[config.mk]
export PLATFORM = sky130hd
export DESIGN_NAME = alu_arbiter
export DESIGN_NICKNAME = d
export VERILOG_FILES = /design/src/rtl/alu_arbiter.sv
export SDC_FILE = /design/constraint.sdc
export NUM_CORES = 1
export LEC_CHECK = 0
export ABC_AREA = 1
export CAP_MARGIN = 0
export CORE_MARGIN = 2
export CORE_UTILIZATION = 40
export CTS_CLUSTER_DIAMETER = 30
export DETAILED_ROUTE_END_ITERATION = 12
export GPL_ROUTABILITY_DRIVEN = 0
export HOLD_SLACK_MARGIN = 0.12
export PLACE_DENSITY_LB_ADDON = 0.08
export SYNTH_ARGS = -nofsm -noshare
export SYNTH_HDL_FRONTEND = slang
export SYNTH_SLANG_ARGS = --single-unit
export TNS_END_PERCENT = 50
[constraint.sdc]
create_clock -name clk -period 1.9 [get_ports clk]
set_clock_uncertainty 0.15 [all_clocks]
set_input_delay 0.38 -clock clk [delete_from_list [all_inputs] [get_ports clk]]
set_output_delay 0.38 -clock clk [all_outputs]
set_load 0.02 [all_outputs]
[src/rtl/alu_arbiter.sv]
// alu_arbiter: round-robin arbiter sharing one external combinational ALU
// between two requesters. Each operation is accepted in IDLE, executed for
// one cycle (EXEC) and its captured result is held in RESP until the owning
// requester consumes it.
module alu_arbiter #(
   parameter int unsigned DATA_W = 32
) (
   input  logic              clk,
   input  logic              reset_n,
   // requester 0
   input  logic              req0_valid,
   output logic              req0_ready,
   input  logic [3:0]        req0_sel,
   input  logic [DATA_W-1:0] req0_a,
   input  logic [DATA_W-1:0] req0_b,
   // requester 1
   input  logic              req1_valid,
   output logic              req1_ready,
   input  logic [3:0]        req1_sel,
   input  logic [DATA_W-1:0] req1_a,
   input  logic [DATA_W-1:0] req1_b,
   // shared ALU
   output logic [3:0]        alu_sel,
   output logic [DATA_W-1:0] alu_a,
   output logic [DATA_W-1:0] alu_b,
   input  logic [DATA_W-1:0] alu_result,
   input  logic              alu_zero,
   // responses
   output logic              rsp0_valid,
   input  logic              rsp0_ready,
   output logic              rsp1_valid,
   input  logic              rsp1_ready,
   output logic [DATA_W-1:0] rsp_data,
   output logic              rsp_zero,
   output logic              rsp_err,
   output logic [15:0]       done_count
);

   typedef enum logic [1:0] {
      IDLE,
      EXEC,
      RESP
   } state_e;

   state_e              state_q, state_d;
   logic                last_grant_q, last_grant_d;
   logic                owner_q, owner_d;
   logic [3:0]          sel_q, sel_d;
   logic [DATA_W-1:0]   a_q, a_d;
   logic [DATA_W-1:0]   b_q, b_d;
   logic [DATA_W-1:0]   rsp_data_q, rsp_data_d;
   logic                rsp_zero_q, rsp_zero_d;
   logic                rsp_err_q, rsp_err_d;
   logic [15:0]         done_cnt_q, done_cnt_d;

   logic                grant;
   logic                accept;
   logic                complete;
   logic                illegal_op;

   // Grant: single valid requester wins; on a tie the one not granted last.
   always_comb begin
      grant = 1'b0;
      if (req0_valid && req1_valid) begin
         grant = ~last_grant_q;
      end else if (req1_valid) begin
         grant = 1'b1;
      end
   end

   // Op codes outside the supported set are flagged but still executed.
   always_comb begin
      unique case (sel_q)
         4'd0, 4'd1, 4'd2, 4'd6, 4'd7, 4'd12: illegal_op = 1'b0;
         default:                            illegal_op = 1'b1;
      endcase
   end

   assign accept   = req0_ready | req1_ready;
   assign complete = (rsp0_valid & rsp0_ready) | (rsp1_valid & rsp1_ready);

   // FSM state register.
   always_ff @(posedge clk or negedge reset_n) begin
      if (!reset_n) begin
         state_q <= IDLE;
      end else begin
         state_q <= state_d;
      end
   end

   // FSM next-state logic.
   always_comb begin
      state_d = state_q;
      unique case (state_q)
         IDLE: if (accept)   state_d = EXEC;
         EXEC:               state_d = RESP;
         RESP: if (complete) state_d = IDLE;
         default:            state_d = IDLE;
      endcase
   end

   // FSM outputs; ready is gated by reset_n so it stays low during reset
   // even when requesters keep valid asserted.
   always_comb begin
      req0_ready = 1'b0;
      req1_ready = 1'b0;
      rsp0_valid = 1'b0;
      rsp1_valid = 1'b0;
      unique case (state_q)
         IDLE: begin
            req0_ready = reset_n & req0_valid & ~grant;
            req1_ready = reset_n & req1_valid &  grant;
         end
         RESP: begin
            rsp0_valid = ~owner_q;
            rsp1_valid =  owner_q;
         end
         default: ;
      endcase
   end

   // Datapath next-state: operand capture on accept, result capture in EXEC,
   // completion counting on the owner's handshake.
   always_comb begin
      last_grant_d = last_grant_q;
      owner_d      = owner_q;
      sel_d        = sel_q;
      a_d          = a_q;
      b_d          = b_q;
      rsp_data_d   = rsp_data_q;
      rsp_zero_d   = rsp_zero_q;
      rsp_err_d    = rsp_err_q;
      done_cnt_d   = done_cnt_q;
      if (accept) begin
         owner_d      = grant;
         last_grant_d = grant;
         sel_d        = grant ? req1_sel : req0_sel;
         a_d          = grant ? req1_a   : req0_a;
         b_d          = grant ? req1_b   : req0_b;
      end
      if (state_q == EXEC) begin
         rsp_data_d = alu_result;
         rsp_zero_d = alu_zero;
         rsp_err_d  = illegal_op;
      end
      if (complete) begin
         done_cnt_d = done_cnt_q + 16'd1;
      end
   end

   // Datapath registers.
   always_ff @(posedge clk or negedge reset_n) begin
      if (!reset_n) begin
         last_grant_q <= 1'b1;
         owner_q      <= 1'b0;
         sel_q        <= '0;
         a_q          <= '0;
         b_q          <= '0;
         rsp_data_q   <= '0;
         rsp_zero_q   <= 1'b0;
         rsp_err_q    <= 1'b0;
         done_cnt_q   <= '0;
      end else begin
         last_grant_q <= last_grant_d;
         owner_q      <= owner_d;
         sel_q        <= sel_d;
         a_q          <= a_d;
         b_q          <= b_d;
         rsp_data_q   <= rsp_data_d;
         rsp_zero_q   <= rsp_zero_d;
         rsp_err_q    <= rsp_err_d;
         done_cnt_q   <= done_cnt_d;
      end
   end

   assign alu_sel    = sel_q;
   assign alu_a      = a_q;
   assign alu_b      = b_q;
   assign rsp_data   = rsp_data_q;
   assign rsp_zero   = rsp_zero_q;
   assign rsp_err    = rsp_err_q;
   assign done_count = done_cnt_q;

endmodule
==> metrics.cfg, run 1 <==
[timing]
relSlewSlack_pct = 45.40
max_freq_mhz = 513.3
fin_tns_setup_ns = -0.09486
fin_crit_sh_pct = 102.5
timing.hold.ws_ns = -0.03785
timing.final.hold_violations = 44
fin_crit_ns = 1.948
setup_slack_ns = -0.04828
rsz0062_at_grt = yes
setup_viol = 2
slew_violations = 0
tightest_slew_ns = 0.8189

[worst_setup_path]
crit_type = flip-flop to output port
start_kind = flip-flop
end_kind = output port
cp.required_ns = 1.37
critPathArrivalTime_ns = 1.42
path_max_fanout = 2

[die]
die_h_um = 124.7
floorplan.initialDensity_pct = 40.53
die_w_um = 124.7
row_count = 44
die-area_um2 = 15540
core_area_um2 = 14370
ios = 297

[pwr]
pwr_density_cell_nw_per_um2 = 1396
max-vdd-ir-drop_mv = 0.7618
p_leak_nw = 5.177

[clock_tree]
clock_latency_ns = 0.42
tritoncts.num_buffers = 17
cts_htree_levels = 4
cts_tree = built
clk_pin_slew_ns = 0.05
clockBufferDepth = 2
clockRootBuffer = clkbuf_16
clock-sinks = 122

[synthesis]
synth_adder_area_share_pct = 0.2149
synth_compound_area_share_pct = 1.074
yosysUniqueCellTypes = 24
ys_seq_area_share_pct = 52.45
syn_area_um2 = 5823
synth_top_family_by_area = simple AND/OR/NAND/NOR gates
synthSimpleGateAreaFrac_pct = 40.14
ys_warn_count = 0
synth_nets = 968
synth_xor_area_share_pct = 1.053
synth.ff_latch_count = 122
synth_cells = 792
muxShareOfSynthArea_pct = 0
syn_area_per_cell_um2 = 7.352

[global_routing]
overflow = 0
met3_usage_pct = 7.732
antenna_found_initial = 0
grt_pass1_vias = 5967
grt_use_met2_pct = 40.66
grt_max_degree = 69
track_usage_pct = 24.34
grt_pass1_wl_um = 30190
grt-busiest-layer = met2
grt_util_met1_pct = 29.52

[worst_hold_path]
worstHoldPathType = input pin to async pin

[drt]
routed_wl_um = 18330
wl_per_cell_um = 14.25
remaining_drc_errors = 0
viasPerCell = 4.671
ant_nets = 0
drt_first_pass_iters = 4
vias = 6007
drt_iter0_drc = 306

[layout]
area_growth_pct = 63.30
drive_gt1_share_pct = 6.897
diodes = 0
postLayoutCellArea_um2 = 9509
fin_cells = 1286
finalNetCount = 1265

[placed_design]
dp_cells = 1253
io_buffers = 296
dp_slack_ns = -0.4959
postPlaceCellArea_um2 = 8987
dp_hpwl_um = 12960

[job]
drv_cap = 0

[outcome]
violations = hold timing, setup timing
outcome = finished, violations left

cell usage in the layout (no fill, tap or decap), types with 2 or more instances in the layout:
master and instances:
a21oi_1 3, nand2_1 478, inv_1 19, dlymetal6s2s_1 4
o21ai_0 3, inv_4 2, inv_2 2, clkdlybuf4s50_1 173
nand3_1 75, nor2_1 9, clkbuf_1 2, clkbuf_16 17
dlygate4sd2_1 114, clkbuf_8 4, nand2_2 3, nor2_4 3
clkinv_2 8, buf_4 19, o21bai_1 3, buf_6 10
nand2_4 3, nor3_1 2, o21ai_1 2, nand4_1 9
dfrtp_1 121, xnor2_1 4, xor2_1 3
final timing paths:
check	start	end	slack, ns	depth (start not counted)
worst max-delay path	state_q[0]	req0_ready	-0.05	4
worst min-delay path	reset_n	rsp_data[0]	-0.04	2
min in group clk	rsp_data[10]	rsp_data[10]	0.31	2
worst min register to register	rsp_data[10]	rsp_data[10]	0.31	2
worst max register to register	last_grant_q	alu_sel[1]	0.12	9
max in group asynchronous	reset_n	done_count[1]	0.32	3
layout make-up:
class,instances,area [um2]
flip-flops and latches,122,3054
well taps,184,230.2
multi-input cells,604,2525
fillers,1295,4860
clock inverters,9,70.07
repair buffers,321,3050
inverters,23,91.34
clock buffers,23,488.0
synthesized netlist by cell type:
cell	n	share of area [%]
nor3_1	2	0.17
nand2_2	3	0.32
xor2_1	3	0.45
inv_2	3	0.19
nor3b_2	1	0.21
nand3b_1	1	0.13
clkbuf_1	20	1.3
nand2_1	481	31
xnor2_1	4	0.60
inv_1	20	1.3
o21ai_1	2	0.17
nand4_1	9	0.97
dfstp_2	1	0.45
ha_1	1	0.21
o21ai_0	3	0.26
buf_2	8	0.69
buf_4	10	1.3
dfrtp_1	121	52
nand3_1	75	6.4
a21oi_1	3	0.26
nor2_1	12	0.77
o21bai_1	3	0.39
nor2_2	1	0.11
buf_1	5	0.32
through the flow:
step | power [mW] | utilization (%) | hold WS, ns
detailed placement | 10.93 | 62.55 | 0.3030
finish | 13.28 | 66.18 | -0.03785
CTS | 13.29 | 65.50 | -0.006727
global placement | 10.87 | 62.55 | 0.3037
floorplan | 7.618 | - | -0.06559
global route | 14.17 | 66.18 | 0.03370
worst max-delay path, stage by stage, from the launching register on:
cell	delay [ns]
dfrtp_1	0.40
nor3b_4	0.24
nand2_2	0.11
nor2_4	0.11
buf_6	0.13
kinds of logic after synthesis:
logic type,after synthesis
AOI/OAI and AO/OA,11
xor gates and xnor gates,7
adders and majority gates,1
buffers and inverters,66
DFF,122
and+or+nand+nor,585
per-layer routing:
metal | wire (um) | vias up
met5 | 0 | -
met4 | 499 | 0
met3 | 1355 | 30
met2 | 8913 | 210
met1 | 7558 | 2726
li1 | - | 3041
power by group:
| part | leakage [nW] | internal, mW | switching (mW) |
|---|---|---|---|
| clock | 0.286 | 1.91 | 1.12 |
| sequential | 1.51 | 3.71 | 0.612 |
| combinational | 3.38 | 2.30 | 3.62 |
state kept, by name, indices dropped and copies added, names as in the netlist:
signal	cells
rsp_zero	1
rsp_data	32
done_count	16
owner_q	1
last_grant_q	1
alu_b	32
rsp_err	1
alu_sel	4
state_q	2
alu_a	32
what timing repair did:
action,CTS,global route
resized for setup,138,27
setup endpoints to repair,121,73
setup buffers,0,1
pin swaps,0,3
endpoints found under the hold margin,57,57
Note: power is estimated with default switching activity, not from simulation.
==> run 2, diff against run 1 <==
--- a/config.mk
+++ b/config.mk
@@ -6,12 +6,15 @@
 export NUM_CORES = 1
 export LEC_CHECK = 0
 export ABC_AREA = 1
+export ABC_CLOCK_PERIOD_IN_PS = 1900
 export CAP_MARGIN = 0
+export CORE_ASPECT_RATIO = 1.1
 export CORE_MARGIN = 2
 export CORE_UTILIZATION = 40
 export CTS_CLUSTER_DIAMETER = 30
 export DETAILED_ROUTE_END_ITERATION = 12
 export GPL_ROUTABILITY_DRIVEN = 0
+export GPL_TIMING_DRIVEN = 0
 export HOLD_SLACK_MARGIN = 0.12
 export PLACE_DENSITY_LB_ADDON = 0.08
 export SYNTH_ARGS = -nofsm -noshare
==> run 2 against run 1 <==
Net effect:
- first-iteration DRC count is 2.9% lower
- largest power group unchanged
- count of clock-buffer cells in the layout decreased by 4
- the flow finishes with violations (setup timing)
- non-clock buffer count grew 36
- critical path depth grew 2
- flip-flop and latch count did not move
- die area barely moved
- utilization up 3.1 points
- routed wire length increased by 6.7%
- power up 3.3%
- sequential share of layout area decreased by 1.3 points
- global-route usage increased by 0.74 points
- via count up 2.7%
==> metrics.cfg, run 2 (synthesis gave the netlist of run 1 again) <==
[outcome]
outcome = finished, violations left
violations = setup timing

[worst_setup_path]
crit_type = flip-flop to output port
start_kind = flip-flop
end_kind = output port
cp.required_ns = 1.37  ; about the same
path_max_fanout = 2  ; unchanged
critPathArrivalTime_ns = 1.54  ; +0.12 ns

[layout]
multi_input_area_um2 = 2535  ; +0.40%
area_growth_pct = 70.39
mostFrequentLayoutCells = 478 x nand2_1, 173 x clkdlybuf4s50_1, 120 x dfrtp_1
finalNetCount = 1301  ; +2.8%
n_fill_cell = 1275  ; -1.5%
diodes = 0  ; unchanged
postLayoutCellArea_um2 = 9922  ; +4.3%
layout_commonest_cell = nand2_1
fin_util_pct = 69.23  ; +3.1 points
regArea_um2 = 3055  ; about the same
drive_gt1_share_pct = 8.267  ; +1.4 points

[global_routing]
overflow = 0  ; unchanged
grt_pass1_vias = 5903  ; -1.1%
track_usage_pct = 25.08  ; +0.74 points
grt_max_degree = 35  ; -49%
antenna_found_initial = 0  ; unchanged
grt_pass1_wl_um = 30220  ; about the same

[placed_design]
dp_hpwl_um = 14270  ; +10%
dp_slack_ns = -1.472  ; -0.9759 ns
io_buffers = 296  ; unchanged
postPlaceCellArea_um2 = 9055  ; +0.75%

[clock_tree]
clk_pin_slew_ns = 0.06  ; about the same
clockRootBuffer = clkbuf_16
clockBufferDepth = 2  ; unchanged
cts_htree_levels = 4  ; unchanged
clock_latency_ns = 0.42  ; about the same
tritoncts.num_buffers = 17  ; unchanged
clock-sinks = 122  ; unchanged
cts_tree = built

[drt]
routed_wl_um = 19550  ; +6.7%
vias = 6171  ; +2.7%
viasPerCell = 4.643  ; -0.59%
remaining_drc_errors = 0  ; unchanged
ant_nets = 0  ; unchanged
wl_per_cell_um = 14.71  ; +3.2%
drt_iter0_drc = 297  ; -2.9%
drt_first_pass_iters = 4  ; unchanged

[timing]
slew_violations = 0  ; unchanged
fin_crit_ns = 2.075  ; +0.1264 ns
tightest_slew_ns = 0.8177  ; -0.001251 ns
rsz0062_at_grt = yes
setup_slack_ns = -0.1747  ; -0.1264 ns
max_freq_mhz = 482.0  ; -6.1%
setup_viol = 2  ; unchanged
fin_tns_setup_ns = -0.3458  ; -0.2509 ns
timing.final.hold_violations = 0  ; -100%
relSlewSlack_pct = 45.31  ; -0.096 points
fin_crit_sh_pct = 109.2  ; +6.7 points

[die]
die_h_um = 130.5  ; +4.7%
core_area_um2 = 14330  ; -0.26%
die_w_um = 119.0  ; -4.5%
row_count = 46  ; +4.5%
floorplan.initialDensity_pct = 40.63  ; +0.11 points
ios = 297  ; unchanged
die-area_um2 = 15540  ; about the same

[job]
drv_cap = 0  ; unchanged

[pwr]
max-vdd-ir-drop_mv = 0.5881  ; -23%
p_leak_nw = 5.355  ; +3.4%
pwr_density_cell_nw_per_um2 = 1382  ; -1.0%
power_mw = 13.71  ; +3.3%

[worst_hold_path]
worstHoldPathType = flip-flop to flip-flop

## run 2: changes by cell type in the layout (fill, tap and decap cells not counted), moves of 5 or more
cell        before  now
buf_6           10    4
clkbuf_1         2   17
clkbuf_2         0    7
clkinv_2         8    3
clkinvlp_4       0    6
## run 2: area by class of cell
class	count	share of cell area [%]
Timing Repair Buffer	315	31.55
Sequential cell	122	30.79
Multi-Input combinational cell	604	25.55
Clock buffer	19	4.464
Buffer	42	2.661
Tap cell	192	2.421
Clock inverter	12	1.513
Inverter	23	1.047
## run 2: final timing paths
check                                to  cells past startpoint  slack, ns    startpoint
setup / recovery             req1_ready                      6      -0.17    state_q[1]
hold / removal             rsp_data[15]                      2       0.31  rsp_data[15]
setup reg to reg             alu_sel[0]                      8       0.10    state_q[1]
hold reg to reg            rsp_data[15]                      2       0.31  rsp_data[15]
max in group asynchronous      alu_a[8]                      3       0.54       reset_n
min in group asynchronous  rsp_data[29]                      3       0.36       reset_n
## run 2: critical path, stage by stage (launching register included)
cell      delay, ns
dfrtp_2        0.42
nor3b_4        0.24
buf_4          0.15
nand2_4        0.05
buf_12         0.12
clkinv_4       0.03
buf_6          0.10
## run 2: layer usage
layer	vias to the layer above	part of all wire [%]	GRT usage, %
li1	3117	-	-
met2	186	52	46.11
met3	27	6.7	6.554
met5	-	0	0
met1	2841	39	28.32
met4	0	2.3	8.894
## run 2: what timing repair did
action	in CTS	in global routing
pin swaps	5	4
buffers inserted	8	2
hold endpoints to repair	122	0
setup endpoints to repair	187	79
gates cloned	3	0
gates resized for setup	161	33
hold buffers	5	0
## run 2: stage by stage
step	hold WS (ns)	cells
floorplan	-0.06559	792
global placement	0.3025	1280
detailed placement	0.2234	1281
CTS	0.3170	1327
global route	0.3389	1329
finish	0.3140	1329
## run 2: report_power, final
group | leakage (nW) | switching [mW] | total, mW | internal [mW]
Sequential | 1.51 | 0.615 | 4.32 | 3.71
Combinational | 3.58 | 3.70 | 6.13 | 2.43
Clock | 0.273 | 1.18 | 3.26 | 2.08
Total | 5.35 | 5.49 | 13.7 | 8.22
==> run 3, diff against run 2 <==
--- a/config.mk
+++ b/config.mk
@@ -17,6 +17,7 @@
 export GPL_TIMING_DRIVEN = 0
 export HOLD_SLACK_MARGIN = 0.12
 export PLACE_DENSITY_LB_ADDON = 0.08
+export SKIP_LAST_GASP = 1
 export SYNTH_ARGS = -nofsm -noshare
 export SYNTH_HDL_FRONTEND = slang
 export SYNTH_SLANG_ARGS = --single-unit
==> run 3 against run 2 <==
Net effect:
- the run still ends with setup timing left
- final cell count stayed put
- routed wire length grew 0.44%
- count of clock-buffer cells in the layout is the same
- flip-flop and latch count did not move
- cell area up 2.5%
- first-iteration DRC count up 8.8%
- hold slack better by 0.0018 ns
==> metrics.cfg, run 3 (synthesis gave the netlist of run 1 again) <==
[outcome]
outcome = finished, violations left
violations = setup timing

[drt]
viasPerCell = 4.676  ; +0.71%
wl_per_cell_um = 14.78  ; +0.44%
ant_nets = 0  ; unchanged
routed_wl_um = 19640  ; +0.44%
met1_length_um = 7520  ; -1.5%
dr_wl_met2_um = 10330  ; +1.6%
vias = 6215  ; +0.71%
highest-signal-layer = met4
drt_first_pass_iters = 4  ; unchanged
remaining_drc_errors = 0  ; unchanged
route.met3.wl_um = 1402  ; +7.4%
drt_iter0_drc = 323  ; +8.8%

[clock_tree]
cts_htree_levels = 4  ; unchanged
clk_pin_slew_ns = 0.06  ; about the same
clockBufferDepth = 2  ; unchanged
tritoncts.num_buffers = 17  ; unchanged
clock_latency_ns = 0.41  ; about the same
clock-sinks = 122  ; unchanged
cts_tree = built
clockRootBuffer = clkbuf_16

[timing]
max_freq_mhz = 482.3  ; about the same
slew_violations = 0  ; unchanged
fin_crit_sh_pct = 109.1  ; about the same
setup_viol = 20  ; +18
timing.final.hold_violations = 0  ; unchanged
rsz0062_at_grt = yes
tightest_slew_ns = 0.8154  ; -0.002279 ns
relSlewSlack_pct = 45.46  ; +0.15 points
fin_tns_setup_ns = -0.4473  ; -0.1015 ns
fin_crit_ns = 2.073  ; -0.001408 ns
setup_slack_ns = -0.1733  ; +0.001408 ns
timing.hold.ws_ns = 0.3158  ; +0.001764 ns

[global_routing]
track_usage_pct = 25.08  ; unchanged
overflow = 0  ; unchanged
antenna_found_initial = 0  ; unchanged
grt_max_degree = 35  ; unchanged
grt_pass1_vias = 5898  ; -0.085%
grt_pass1_wl_um = 30190  ; about the same

[layout]
area_growth_pct = 74.73
layout_commonest_cell = nand2_1
drive_gt1_share_pct = 8.091  ; -0.18 points
fin_cells = 1329  ; unchanged
mostFrequentLayoutCells = 478 x nand2_1, 209 x clkdlybuf4s50_1, 120 x dfrtp_1
finalNetCount = 1301  ; unchanged
postLayoutCellArea_um2 = 10170  ; +2.5%
diodes = 0  ; unchanged
fin_util_pct = 71.00  ; +1.8 points

[worst_setup_path]
cp_top_family = flip-flops
critPathBufInv = 3  ; -1
end_kind = output port
slowest_delay_ns = 0.53  ; +0.11 ns
slowest_stage = dfstp_2
critPathArrivalTime_ns = 1.54  ; about the same
cp.required_ns = 1.37  ; about the same
path_max_fanout = 7  ; +5
crit_type = flip-flop to output port
start_kind = flip-flop
path_cells = nand2_2 > nand2_4 > inv_6 > clkbuf_16 > nor2_4 > buf_6

[placed_design]
dp_hpwl_um = 14270  ; unchanged
postPlaceCellArea_um2 = 9055  ; unchanged
io_buffers = 296  ; unchanged
dp_slack_ns = -1.472  ; unchanged
dp_cells = 1281  ; unchanged

[pwr]
max-vdd-ir-drop_mv = 0.6179  ; +5.1%
power_mw = 14.25  ; +4.0%
pwr_density_cell_nw_per_um2 = 1401  ; +1.4%
p_leak_nw = 5.819  ; +8.7%

[die]
die-area_um2 = 15540  ; unchanged
die_h_um = 130.5  ; unchanged
core_area_um2 = 14330  ; unchanged
floorplan.initialDensity_pct = 40.63  ; unchanged
row_count = 46  ; unchanged
ios = 297  ; unchanged
die_w_um = 119.0  ; unchanged

[job]
drv_cap = 0  ; unchanged

[worst_hold_path]
worstHoldPathType = flip-flop to flip-flop

-- run 3: cell types whose count changed in the layout (fill, tap and decap cells not counted) --
cell             previous run  this run
inv_4                       0         1
clkbuf_2                    7         5
clkbuf_4                    3         2
clkbuf_1                   17        18
inv_8                       1         0
buf_1                       1         2
dlymetal6s2s_1              6        64
dlygate4sd2_1             112        18
clkdlybuf4s50_1           173       209
buf_2                       3         4
-- run 3: worst register-to-register path: cells and delay by family, from the launching register on --
family	cells	cell delay (ns)
buffers and inverters	3	0.60
DFF	1	0.53
and+or+nand+nor	5	0.48
-- run 3: worst paths after layout --
check,from,endpoint,slack [ns],cells past startpoint
worst max-delay path,last_grant_q,req0_ready,-0.17,6
worst min-delay path,rsp_data[8],rsp_data[8],0.32,2
worst max register to register,last_grant_q,alu_b[5],0.07,8
worst min register to register,rsp_data[8],rsp_data[8],0.32,2
max in group asynchronous,reset_n,alu_a[8],0.54,3
min in group asynchronous,reset_n,rsp_data[29],0.36,3
-- run 3: power by group --
group	total, mW	switching (mW)	internal, mW
logic	6.66	3.70	2.96
registers	4.34	0.632	3.71
clock network	3.25	1.17	2.08
total	14.3	5.50	8.75
-- run 3: cell type report --
class                   instances  area (um2)
flip-flops and latches        122        3055
multi-input cells             604        2535
fillers                      1209        4156
repair buffers                315        3393
well taps                     192       240.2
inverters                      23       98.84
plain buffers                  42       259.0
clock inverters                12       150.1
clock buffers                  19       442.9
-- run 3: what timing repair did --
| item | in CTS | in global routing |
|---|---|---|
| gates cloned | 3 | 0 |
| hold buffers | 5 | 0 |
| buffers inserted | 8 | 2 |
| gates resized for setup | 66 | 86 |
| endpoints found under the setup margin | 187 | 169 |
| endpoints found under the hold margin | 122 | 0 |
| pin swaps | 5 | 3 |
-- run 3: routing by layer --
| metal | up-vias | global-route usage (%) |
|---|---|---|
| met5 | - | 0 |
| met4 | 0 | 8.894 |
| met3 | 23 | 6.510 |
| met2 | 205 | 46.11 |
| met1 | 2875 | 28.34 |
| li1 | 3112 | - |
